$ cat src/rtl/add_pipe_acc.sv
// add_pipe_acc: one-stage add/sub/accumulate datapath feeding a
// first-word-fall-through output FIFO with ready/valid on both sides.
module add_pipe_acc #(
  parameter int unsigned ADD_WIDTH  = 4,
  parameter int unsigned FIFO_DEPTH = 4,
  parameter int unsigned SATURATE   = 0
) (
  input  logic                          clk,
  input  logic                          rst,
  input  logic                          in_valid,
  output logic                          in_ready,
  input  logic [ADD_WIDTH-1:0]          a,
  input  logic [ADD_WIDTH-1:0]          b,
  input  logic                          cin,
  input  logic [1:0]                    mode,
  output logic                          out_valid,
  input  logic                          out_ready,
  output logic [ADD_WIDTH-1:0]          sum,
  output logic                          cout,
  output logic                          ovf,
  output logic [$clog2(FIFO_DEPTH):0]   fifo_count
);

  localparam int unsigned W  = ADD_WIDTH;
  localparam int unsigned RW = W + 1;
  localparam int unsigned PW = $clog2(FIFO_DEPTH);
  localparam int unsigned CW = PW + 1;
  localparam int unsigned EW = W + 2;

  localparam logic [1:0] MODE_ADD  = 2'b00;
  localparam logic [1:0] MODE_SUB  = 2'b01;
  localparam logic [1:0] MODE_ACC  = 2'b10;
  localparam logic [1:0] MODE_LOAD = 2'b11;

  logic [EW-1:0] mem [FIFO_DEPTH];
  logic [PW-1:0] wr_ptr;
  logic [PW-1:0] rd_ptr;
  logic [PW-1:0] rd_ptr_n;
  logic [CW-1:0] count_n;
  logic [CW-1:0] remain;
  logic [W-1:0]  acc;
  logic [W-1:0]  acc_n;

  logic          push;
  logic          pop;
  logic [RW-1:0] raw;
  logic [W-1:0]  res_sum;
  logic          res_cout;
  logic          res_ovf;
  logic [EW-1:0] entry;
  logic [EW-1:0] head_n;
  logic          head_load;

  // Handshake: room in the FIFO, or a pop this cycle frees a slot.
  assign in_ready = rst && ((fifo_count < CW'(FIFO_DEPTH)) || out_ready);
  assign push     = in_valid && in_ready;
  assign pop      = out_valid && out_ready;

  // Result of the presented beat, with optional saturation.
  always_comb begin
    raw      = '0;
    res_sum  = '0;
    res_cout = 1'b0;
    res_ovf  = 1'b0;
    acc_n    = acc;
    case (mode)
      MODE_ADD, MODE_ACC: begin
        if (mode == MODE_ACC) raw = {1'b0, acc} + {1'b0, a} + RW'(cin);
        else                  raw = {1'b0, a} + {1'b0, b} + RW'(cin);
        res_cout = raw[W];
        res_ovf  = raw[W];
        res_sum  = ((SATURATE != 0) && res_ovf) ? {W{1'b1}} : raw[W-1:0];
        if (mode == MODE_ACC) acc_n = res_sum;
      end
      MODE_SUB: begin
        raw      = {1'b0, a} - {1'b0, b} - RW'(cin);
        res_cout = ({1'b0, a} >= ({1'b0, b} + RW'(cin)));
        res_ovf  = ~res_cout;
        res_sum  = ((SATURATE != 0) && res_ovf) ? '0 : raw[W-1:0];
      end
      MODE_LOAD: begin
        res_sum = a;
        acc_n   = a;
      end
      default: ;
    endcase
  end

  assign entry = {res_sum, res_cout, res_ovf};

  // Next pointers, count and the entry that will sit at the head.
  always_comb begin
    rd_ptr_n  = rd_ptr + PW'(pop);
    count_n   = fifo_count + CW'(push) - CW'(pop);
    remain    = fifo_count - CW'(pop);
    head_n    = {sum, cout, ovf};
    head_load = 1'b0;
    if (remain != '0) begin
      head_n    = mem[rd_ptr_n];
      head_load = 1'b1;
    end else if (push) begin
      head_n    = entry;
      head_load = 1'b1;
    end
  end

  // FIFO storage; writes only on accepted beats, so no reset needed.
  always_ff @(posedge clk) begin
    if (push) mem[wr_ptr] <= entry;
  end

  // Pointers, count, accumulator and registered head outputs.
  always_ff @(posedge clk) begin
    if (!rst) begin
      wr_ptr     <= '0;
      rd_ptr     <= '0;
      fifo_count <= '0;
      acc        <= '0;
      out_valid  <= 1'b0;
      sum        <= '0;
      cout       <= 1'b0;
      ovf        <= 1'b0;
    end else begin
      if (push) begin
        wr_ptr <= wr_ptr + PW'(1);
        acc    <= acc_n;
      end
      rd_ptr     <= rd_ptr_n;
      fifo_count <= count_n;
      out_valid  <= (count_n != '0);
      if (head_load) {sum, cout, ovf} <= head_n;
    end
  end

endmodule

$ cat config.mk
export PLATFORM = sky130hd
export DESIGN_NAME = add_pipe_acc
export DESIGN_NICKNAME = d
export VERILOG_FILES = /design/src/rtl/add_pipe_acc.sv
export SDC_FILE = /design/constraint.sdc
export NUM_CORES = 1
export LEC_CHECK = 0
export ABC_AREA = 1
export CORE_UTILIZATION = 35
export DETAILED_ROUTE_END_ITERATION = 7
export PLACE_DENSITY_LB_ADDON = 0.08
export SLEW_MARGIN = 10
export SYNTH_ARGS = -nofsm -noshare
export SYNTH_HDL_FRONTEND = slang
export SYNTH_SLANG_ARGS = --single-unit
export TNS_END_PERCENT = 10
$ cat constraint.sdc
create_clock -name clk -period 2.7 [get_ports clk]
set_input_delay 0.54 -clock clk [delete_from_list [all_inputs] [get_ports clk]]
set_output_delay 0.54 -clock clk [all_outputs]
set_load 0.05 [all_outputs]
==> run_summary.xml, run 1 <==
<?xml version="1.0" encoding="UTF-8"?>
<metrics>
  <group name="place">
    <metric name="place.detailed.hpwl" unit="um">4760</metric>
    <metric name="dp_slack" unit="ns">-0.192</metric>
    <metric name="io_buffer_count" unit="">25</metric>
    <metric name="gp_congestion" unit="">0.768</metric>
  </group>
  <group name="pwr">
    <metric name="power.share.combinational" unit="%">50.2</metric>
    <metric name="clockPowerShare" unit="%">15.8</metric>
    <metric name="ir_drop" unit="mV">0.212</metric>
    <metric name="swShare" unit="%">42.2</metric>
    <metric name="p_leak" unit="nW">1.54</metric>
    <metric name="p_total" unit="mW">2.46</metric>
    <metric name="power.density" unit="mW/mm^2">735</metric>
    <metric name="switching_power" unit="mW">1.04</metric>
    <metric name="flop_pwr_share" unit="%">34.0</metric>
    <metric name="cell_internal_pwr" unit="mW">1.42</metric>
  </group>
  <group name="clock_network">
    <metric name="cts_tree" unit="">done</metric>
    <metric name="clock_sink_count" unit="">42</metric>
    <metric name="clk-insertion-delay-late" unit="ns">0.29</metric>
    <metric name="clk_transition_reported_paths" unit="ns">0.08</metric>
    <metric name="htree_levels" unit="">2</metric>
    <metric name="cts_buffers" unit="">5</metric>
    <metric name="clockRootBuffer" unit="">sky130_fd_sc_hd__clkbuf_8</metric>
    <metric name="clockBufferDepth" unit="">2</metric>
  </group>
  <group name="synthesis">
    <metric name="syn_nets" unit="">374</metric>
    <metric name="synth_sequential_area_ratio" unit="%">39.7</metric>
    <metric name="syn_area_per_cell" unit="sq um">8.33</metric>
    <metric name="async_sr_flop_fraction" unit="%">0</metric>
    <metric name="synth_mux_area_share" unit="%">0</metric>
    <metric name="synth_compound_gate_area_share" unit="%">9.00</metric>
    <metric name="syn-cell-area" unit="sq mm">0.00273</metric>
    <metric name="dominantRegCellSynth" unit="">sky130_fd_sc_hd__edfxtp_1</metric>
    <metric name="edff_count_synth" unit="">24</metric>
    <metric name="post_synthesis_simple_gate_area_fraction" unit="%">24.4</metric>
    <metric name="synth_top_family_by_area" unit="">simple AND/OR/NAND/NOR gates</metric>
    <metric name="synthAdderAreaFrac" unit="%">16.6</metric>
    <metric name="yosys.area_share.xor_xnor" unit="%">1.29</metric>
    <metric name="yosysWarningCount" unit="">0</metric>
    <metric name="synthesized_netlist_cell_count" unit="">327</metric>
    <metric name="netlist-cell-type-count" unit="">34</metric>
    <metric name="synth-seq-cells" unit="">42</metric>
  </group>
  <group name="setup_path">
    <metric name="end_kind" unit="">flop</metric>
    <metric name="slowest_stage" unit="">sky130_fd_sc_hd__clkdlybuf4s50_1</metric>
    <metric name="critPathMaxFanout" unit="">2</metric>
    <metric name="worstPathArrival" unit="ns">2.77</metric>
    <metric name="critPathKind" unit="">in -&gt; reg</metric>
    <metric name="cpPeakStageDelay" unit="ns">0.49</metric>
    <metric name="worstPathCellList" unit="">clkdlybuf4s50_1 -&gt; nor2_2 -&gt; nor2_4 -&gt; nand2_8 -&gt; ha_1 -&gt; inv_1 -&gt; ha_1 -&gt; inv_1 -&gt; fa_1 -&gt; xnor2_1 -&gt; xor2_1 -&gt; nand3b_1 -&gt; nand2_1 -&gt; inv_1</metric>
    <metric name="critical_path_required" unit="ns">2.90</metric>
    <metric name="critPathMostFrequentCell" unit="">sky130_fd_sc_hd__inv_1</metric>
    <metric name="setup.worst_path.start_class" unit="">input pin</metric>
  </group>
  <group name="route">
    <metric name="first_pass_iters" unit="">4</metric>
    <metric name="antenna_violating_nets_post_route" unit="">0</metric>
    <metric name="drcViolationCount" unit="">0</metric>
    <metric name="num_vias" unit="">2174</metric>
    <metric name="drtIter0Drc" unit="">44</metric>
    <metric name="wl_per_cell" unit="um">12.8</metric>
    <metric name="viasPerCell" unit="">4.56</metric>
    <metric name="route.final.wire_length" unit="um">6110</metric>
  </group>
  <group name="global_route">
    <metric name="grt_use_met2" unit="%">29.5</metric>
    <metric name="grt-busiest-layer" unit="">met2</metric>
    <metric name="grt.met1_usage" unit="%">19.5</metric>
    <metric name="number_of_global_route_vias_before_repair" unit="">2104</metric>
    <metric name="maximum_number_of_pins_on_one_net_before_global_route_repair" unit="">16</metric>
    <metric name="antenna_found_initial" unit="">0</metric>
    <metric name="grt_use_met3" unit="%">2.20</metric>
    <metric name="grt_use_total" unit="%">16.2</metric>
    <metric name="globalRoute.totalOverflow" unit="">0</metric>
    <metric name="grt_pass1_wl" unit="um">10200</metric>
  </group>
  <group name="sta">
    <metric name="timing_worst_slew_pin_value" unit="ns">0.503</metric>
    <metric name="maxSlewHeadroom" unit="%">66.4</metric>
    <metric name="fin_skew" unit="ns">0.00541</metric>
    <metric name="fmax" unit="MHz">390</metric>
    <metric name="post-route-period-util" unit="%">95.1</metric>
    <metric name="final_max_slew_viol_count" unit="">0</metric>
    <metric name="unrepaired_setup_endpoints_after_global_routing" unit="">true</metric>
    <metric name="fin_ws" unit="ns">0.133</metric>
    <metric name="period_minus_slack" unit="ns">2.57</metric>
    <metric name="whs" unit="ns">0.533</metric>
    <metric name="finalHoldViolCount" unit="">0</metric>
    <metric name="final_setup_violation_count" unit="">0</metric>
  </group>
  <group name="run_status">
    <metric name="outcome" unit="">complete, no violations</metric>
  </group>
  <group name="floorplan">
    <metric name="std_cell_rows" unit="">31</metric>
    <metric name="io-pin-count" unit="">26</metric>
    <metric name="initial_utilization" unit="%">36.8</metric>
    <metric name="chipHeight" unit="um">90.2</metric>
    <metric name="core_ar" unit="sq mm">0.00741</metric>
    <metric name="die_w" unit="um">90.2</metric>
    <metric name="die_area" unit="sq mm">0.00814</metric>
  </group>
  <group name="run">
    <metric name="drv_cap" unit="">0</metric>
  </group>
  <group name="finish">
    <metric name="insertedDiodeCount" unit="">0</metric>
    <metric name="finalNetCount" unit="">424</metric>
    <metric name="fraction_of_final_layout_cells_sized_beyond_drive_strength_1" unit="%">15.1</metric>
    <metric name="synthToLayoutAreaGrowth" unit="%">22.9</metric>
  </group>
  <group name="hold_path">
    <metric name="hold_class" unit="">reg -&gt; reg</metric>
  </group>
</metrics>
metal layers:
metal | vias to the layer above | share of wire (%)
met1 | 999 | 46
met2 | 25 | 51
li1 | 1144 | -
met4 | 0 | 1.4
met5 | - | 0
met3 | 6 | 1.9
synth_stat cells, types with 6 or more instances:
master / instances / area (sq um)
sky130_fd_sc_hd__nand2_1: 63 / 236
sky130_fd_sc_hd__nand3_1: 18 / 90.1
sky130_fd_sc_hd__o21ai_1: 16 / 80.1
sky130_fd_sc_hd__inv_2: 7 / 26.3
sky130_fd_sc_hd__inv_1: 49 / 184
sky130_fd_sc_hd__nor2_1: 41 / 154
sky130_fd_sc_hd__o21ai_0: 12 / 60.1
sky130_fd_sc_hd__dfxtp_1: 18 / 360
sky130_fd_sc_hd__ha_1: 25 / 313
sky130_fd_sc_hd__edfxtp_1: 24 / 721
sky130_fd_sc_hd__o211ai_1: 6 / 45.0
sky130_fd_sc_hd__fa_1: 7 / 140
registers in the layout (all words and copies together), names as in the netlist:
signal	flops
out_valid	1
mem	24
cout	1
rd_ptr	2
wr_ptr	2
fifo_count	3
ovf	1
acc	4
sum	4
final timing paths:
| path | slack, ns | endpoint | cells past startpoint | from |
|---|---|---|---|---|
| worst max-delay path | 0.13 | out_valid | 14 | out_ready |
| worst min-delay path | 0.53 | acc[2] | 2 | acc[2] |
| worst max register to register | 0.45 | out_valid | 14 | fifo_count[2] |
| worst min register to register | 0.53 | acc[2] | 2 | acc[2] |
what timing repair did:
action / in CTS / in global routing
setup buffers: 0 / 0
resized for setup: 0 / 5
endpoints found under the setup margin: 0 / 13
hold buffers: 0 / 0
stage by stage:
| step | TNS, ns | cells | util, % | cell area (sq um) |
|---|---|---|---|---|
| floorplan | 0 | 327 | - | 2730 |
| finish | 0 | 477 | 45.2 | 3350 |
| detailed placement | -4.22 | 469 | 43.9 | 3250 |
| global placement | -4.03 | 469 | 43.9 | 3250 |
| CTS | 0 | 477 | 45.0 | 3330 |
| global route | -0.0400 | 477 | 45.2 | 3350 |
cell usage in the layout (no fill, tap or decap), types with 3 or more instances in the layout:
cell type	instances
sky130_fd_sc_hd__nand2_1	62
sky130_fd_sc_hd__inv_1	49
sky130_fd_sc_hd__nor2_1	41
sky130_fd_sc_hd__ha_1	25
sky130_fd_sc_hd__clkdlybuf4s50_1	24
sky130_fd_sc_hd__edfxtp_1	24
sky130_fd_sc_hd__buf_4	22
sky130_fd_sc_hd__dfxtp_1	17
sky130_fd_sc_hd__nand3_1	16
sky130_fd_sc_hd__o21ai_1	16
sky130_fd_sc_hd__o21ai_0	11
sky130_fd_sc_hd__inv_2	7
sky130_fd_sc_hd__fa_1	7
sky130_fd_sc_hd__o211ai_1	6
sky130_fd_sc_hd__a21oi_1	5
sky130_fd_sc_hd__clkbuf_8	5
sky130_fd_sc_hd__nor2_2	4
sky130_fd_sc_hd__clkinv_1	4
sky130_fd_sc_hd__a31oi_1	3
critical path, delay by kind of cell:
kind | cells | cell delay, ns
and+or+nand+nor | 5 | 0.43
xor gates and xnor gates | 2 | 0.37
buffers and inverters | 4 | 0.63
adders and majority gates | 3 | 0.78
area by class of cell:
class                   count  area (sq um)
clock inverters             2          8.76
repair buffers             47           425
clock buffers               6          72.6
fillers                   736          4060
flip-flops and latches     42          1080
well taps                  99           124
multi-input cells         222          1410
inverters                  59           221
power groups by stage:
| stage | Combinational [mW] | Sequential [mW] | Clock, mW |
|---|---|---|---|
| floorplan | 0.631 | 1.05 | 0 |
| global placement | 1.24 | 0.850 | 0 |
| detailed placement | 1.25 | 0.852 | 0 |
| CTS | 1.25 | 0.838 | 0.402 |
| global route | 1.37 | 0.849 | 0.427 |
| finish | 1.23 | 0.836 | 0.389 |
cell families after synthesis:
group           Yosys count
compound gates           44
xor+xnor                  4
fa+ha+maj                32
buf+inv                  63
flops                    42
simple gates            142
(Power assumes the default switching activity.)
==> run 2, diff against run 1 <==
--- a/config.mk
+++ b/config.mk
@@ -6,6 +6,7 @@
 export NUM_CORES = 1
 export LEC_CHECK = 0
 export ABC_AREA = 1
+export CORE_MARGIN = 5
 export CORE_UTILIZATION = 35
 export DETAILED_ROUTE_END_ITERATION = 7
 export PLACE_DENSITY_LB_ADDON = 0.08
==> run 2 against run 1 <==
- total power rose by 0.65%
- clock skew decreased by 0.0036 ns
- sequential power about the same
- register-to-register slack got worse by 0.04 ns
- die area increased by 19%
- final cell count up 0.84%
- via count fell by 0.18%
- sequential share of layout area decreased by 0.18 points
- critical path depth unchanged
- flip-flop and latch count stayed put
- clock power barely moved
- count of clock-buffer cells in the layout is the same
- largest power group unchanged
==> run_summary.xml, run 2 (synthesis gave the netlist of run 1 again) <==
<?xml version="1.0" encoding="UTF-8"?>
<metrics>
  <group name="setup_path">
    <metric name="critPathMostFrequentCell" unit="">sky130_fd_sc_hd__inv_1</metric>
    <metric name="slowest_stage" unit="">sky130_fd_sc_hd__clkdlybuf4s50_1</metric>
    <metric name="critPathKind" unit="">in -&gt; reg</metric>
    <metric name="crit_end" unit="">out_valid</metric>
    <metric name="worstPathCellList" unit="">clkdlybuf4s50_1 -&gt; inv_2 -&gt; nor2_4 -&gt; nand2_8 -&gt; ha_1 -&gt; inv_1 -&gt; ha_1 -&gt; inv_1 -&gt; fa_1 -&gt; xnor2_2 -&gt; xor2_1 -&gt; nand3b_1 -&gt; nand2_1 -&gt; inv_1</metric>
    <metric name="startpoint_of_the_most_critical_register_to_register_path" unit="">fifo_count[2]</metric>
    <metric name="cpPeakStageDelay" unit="ns">0.49</metric>
    <metric name="critical_path_required" unit="ns">2.90</metric>
    <metric name="critPathTopFamily" unit="">adder cells</metric>
    <metric name="worst-path-stages" unit="">14</metric>
    <metric name="setup.worst_path.start_class" unit="">input pin</metric>
    <metric name="critPathMaxFanout" unit="">2</metric>
    <metric name="setup.worst_path.start" unit="">rst</metric>
    <metric name="critical_path.reg2reg.endpoint" unit="">out_valid</metric>
    <metric name="reg2regPathDepth" unit="">14</metric>
    <metric name="r2r_setup_slack" unit="ns">0.41</metric>
    <metric name="critical_path.n_buffers_inverters" unit="">5</metric>
    <metric name="end_kind" unit="">flop</metric>
    <metric name="worstPathArrival" unit="ns">2.81</metric>
  </group>
  <group name="clock_network">
    <metric name="clockRootBuffer" unit="">sky130_fd_sc_hd__clkbuf_8</metric>
    <metric name="cts_tree" unit="">done</metric>
    <metric name="htree_levels" unit="">2</metric>
    <metric name="clockBufferDepth" unit="">2</metric>
    <metric name="clk_transition_reported_paths" unit="ns">0.08</metric>
    <metric name="clock_sink_count" unit="">42</metric>
    <metric name="post_cts_buffers" unit="">0</metric>
    <metric name="cts_buffers" unit="">5</metric>
    <metric name="clk-insertion-delay-late" unit="ns">0.29</metric>
  </group>
  <group name="global_route">
    <metric name="grt_pass1_wl" unit="um">10500</metric>
    <metric name="grt_use_total" unit="%">13.7</metric>
    <metric name="globalRoute.totalOverflow" unit="">0</metric>
    <metric name="antenna_found_initial" unit="">0</metric>
    <metric name="number_of_global_route_vias_before_repair" unit="">2196</metric>
    <metric name="maximum_number_of_pins_on_one_net_before_global_route_repair" unit="">16</metric>
  </group>
  <group name="pwr">
    <metric name="ir_drop" unit="mV">0.240</metric>
    <metric name="p_leak" unit="nW">1.55</metric>
    <metric name="power.density" unit="mW/mm^2">735</metric>
  </group>
  <group name="route">
    <metric name="route.final.wire_length" unit="um">6230</metric>
    <metric name="drcViolationCount" unit="">0</metric>
    <metric name="num_vias" unit="">2170</metric>
    <metric name="first_pass_iters" unit="">4</metric>
    <metric name="viasPerCell" unit="">4.51</metric>
    <metric name="antenna_violating_nets_post_route" unit="">0</metric>
    <metric name="wl_per_cell" unit="um">12.9</metric>
    <metric name="drtIter0Drc" unit="">73</metric>
  </group>
  <group name="sta">
    <metric name="post-route-period-util" unit="%">96.6</metric>
    <metric name="maxSlewHeadroom" unit="%">66.4</metric>
    <metric name="finalSetupTns" unit="ns">0</metric>
    <metric name="whs" unit="ns">0.537</metric>
    <metric name="final_setup_violation_count" unit="">0</metric>
    <metric name="fmax" unit="MHz">383</metric>
    <metric name="period_minus_slack" unit="ns">2.61</metric>
    <metric name="final_max_slew_viol_count" unit="">0</metric>
    <metric name="timing_worst_slew_pin_value" unit="ns">0.502</metric>
    <metric name="finalHoldViolCount" unit="">0</metric>
    <metric name="fin_skew" unit="ns">0.00180</metric>
  </group>
  <group name="finish">
    <metric name="seq_area" unit="sq mm">0.00108</metric>
    <metric name="post-route-util" unit="%">44.0</metric>
    <metric name="largest_register" unit="">mem</metric>
    <metric name="finish.cell_count_without_fillers" unit="">481</metric>
    <metric name="layout_common_cells" unit="">sky130_fd_sc_hd__nand2_1, sky130_fd_sc_hd__inv_1, sky130_fd_sc_hd__nor2_1</metric>
    <metric name="nFillCells" unit="">777</metric>
    <metric name="synthToLayoutAreaGrowth" unit="%">23.6</metric>
    <metric name="fraction_of_final_layout_cells_sized_beyond_drive_strength_1" unit="%">15.6</metric>
    <metric name="finalNetCount" unit="">425</metric>
    <metric name="registers_with_the_most_flip_flops" unit="">mem (24), acc (4), sum (4)</metric>
    <metric name="largest_register_ffs" unit="">24</metric>
    <metric name="insertedDiodeCount" unit="">0</metric>
    <metric name="multi_input_comb_area" unit="sq mm">0.00142</metric>
    <metric name="final_common_cell" unit="">sky130_fd_sc_hd__nand2_1</metric>
  </group>
  <group name="floorplan">
    <metric name="initial_utilization" unit="%">35.6</metric>
    <metric name="die_area" unit="sq mm">0.00965</metric>
    <metric name="io-pin-count" unit="">26</metric>
    <metric name="std_cell_rows" unit="">32</metric>
    <metric name="core_ar" unit="sq mm">0.00765</metric>
    <metric name="chipHeight" unit="um">98.2</metric>
    <metric name="die_w" unit="um">98.2</metric>
  </group>
  <group name="hold_path">
    <metric name="hold_class" unit="">reg -&gt; reg</metric>
  </group>
  <group name="place">
    <metric name="dp.cells" unit="">473</metric>
    <metric name="gp_congestion" unit="">0.747</metric>
    <metric name="place.detailed.hpwl" unit="um">4930</metric>
    <metric name="io_buffer_count" unit="">25</metric>
  </group>
  <group name="run">
    <metric name="drv_cap" unit="">0</metric>
  </group>
  <group name="run_status">
    <metric name="outcome" unit="">complete, no violations</metric>
  </group>
</metrics>
## run 2: cell types whose count changed in the layout (fill, tap and decap cells not counted)
| cell | change |
|---|---|
| sky130_fd_sc_hd__xnor2_1 | -1 |
| sky130_fd_sc_hd__xnor2_2 | +1 |
| sky130_fd_sc_hd__buf_4 | +1 |
## run 2: worst min-delay path by stage
stage	startpoint	slack [ns]	endpoint	depth (start not counted)
2_1_floorplan	wr_ptr[1]	0.49	wr_ptr[1]	2
3_5_place_dp	acc[2]	0.52	acc[2]	2
6_report	acc[3]	0.54	acc[3]	2
3_3_place_gp	acc[0]	0.52	acc[0]	2
5_1_grt	acc[0]	0.58	acc[0]	2
4_1_cts	acc[3]	0.54	acc[3]	2
## run 2: worst min-delay path: stages (launching register included)
cell and delay [ns]:
sky130_fd_sc_hd__dfxtp_1 0.33, sky130_fd_sc_hd__o21ai_1 0.12, sky130_fd_sc_hd__a21oi_1 0.04
## run 2: per-layer routing
layer / part of all wire (%) / wire length, um / global-route usage (%)
met5: 0 / 0 / 0
met2: 51 / 3180 / 25.1
met1: 45 / 2800 / 16.5
met4: 1.4 / 88 / 4.10
met3: 2.5 / 154 / 2.14
## run 2: layout make-up
cell class,count,area share [%]
repair buffers,48,12.9
multi-input cells,222,42.2
clock buffers,6,2.16
inverters,59,6.58
well taps,102,3.79
flip-flops and latches,42,32.1
clock inverters,2,0.260
## run 2: metrics by stage
step / total power [mW] / cell area [sq um] / setup WS [ns]
after floorplan: 1.68 / 2730 / 0.00774
after global placement: 2.10 / 3260 / -0.207
after detailed placement: 2.11 / 3260 / -0.227
after CTS: 2.50 / 3340 / 0.0797
after global routing: 2.67 / 3370 / -0.0287
final: 2.48 / 3370 / 0.0908
## run 2: timing repair
item / CTS / global route
hold buffers: 0 / 0
setup endpoints to repair: 0 / 13
resized for setup: 0 / 6
## run 2: where the power goes
group / switching, mW / internal [mW]
logic: 0.776 / 0.476
registers: 0.0583 / 0.779
clock network: 0.209 / 0.178
total: 1.04 / 1.43
==> run 3, diff against run 2 <==
--- a/config.mk
+++ b/config.mk
@@ -8,6 +8,7 @@
 export ABC_AREA = 1
 export CORE_MARGIN = 5
 export CORE_UTILIZATION = 35
+export CTS_CLUSTER_DIAMETER = 200
 export DETAILED_ROUTE_END_ITERATION = 7
 export PLACE_DENSITY_LB_ADDON = 0.08
 export SLEW_MARGIN = 10
==> results of run 3 <==
Final layout, timing and power as in run 2 (identical DEF).
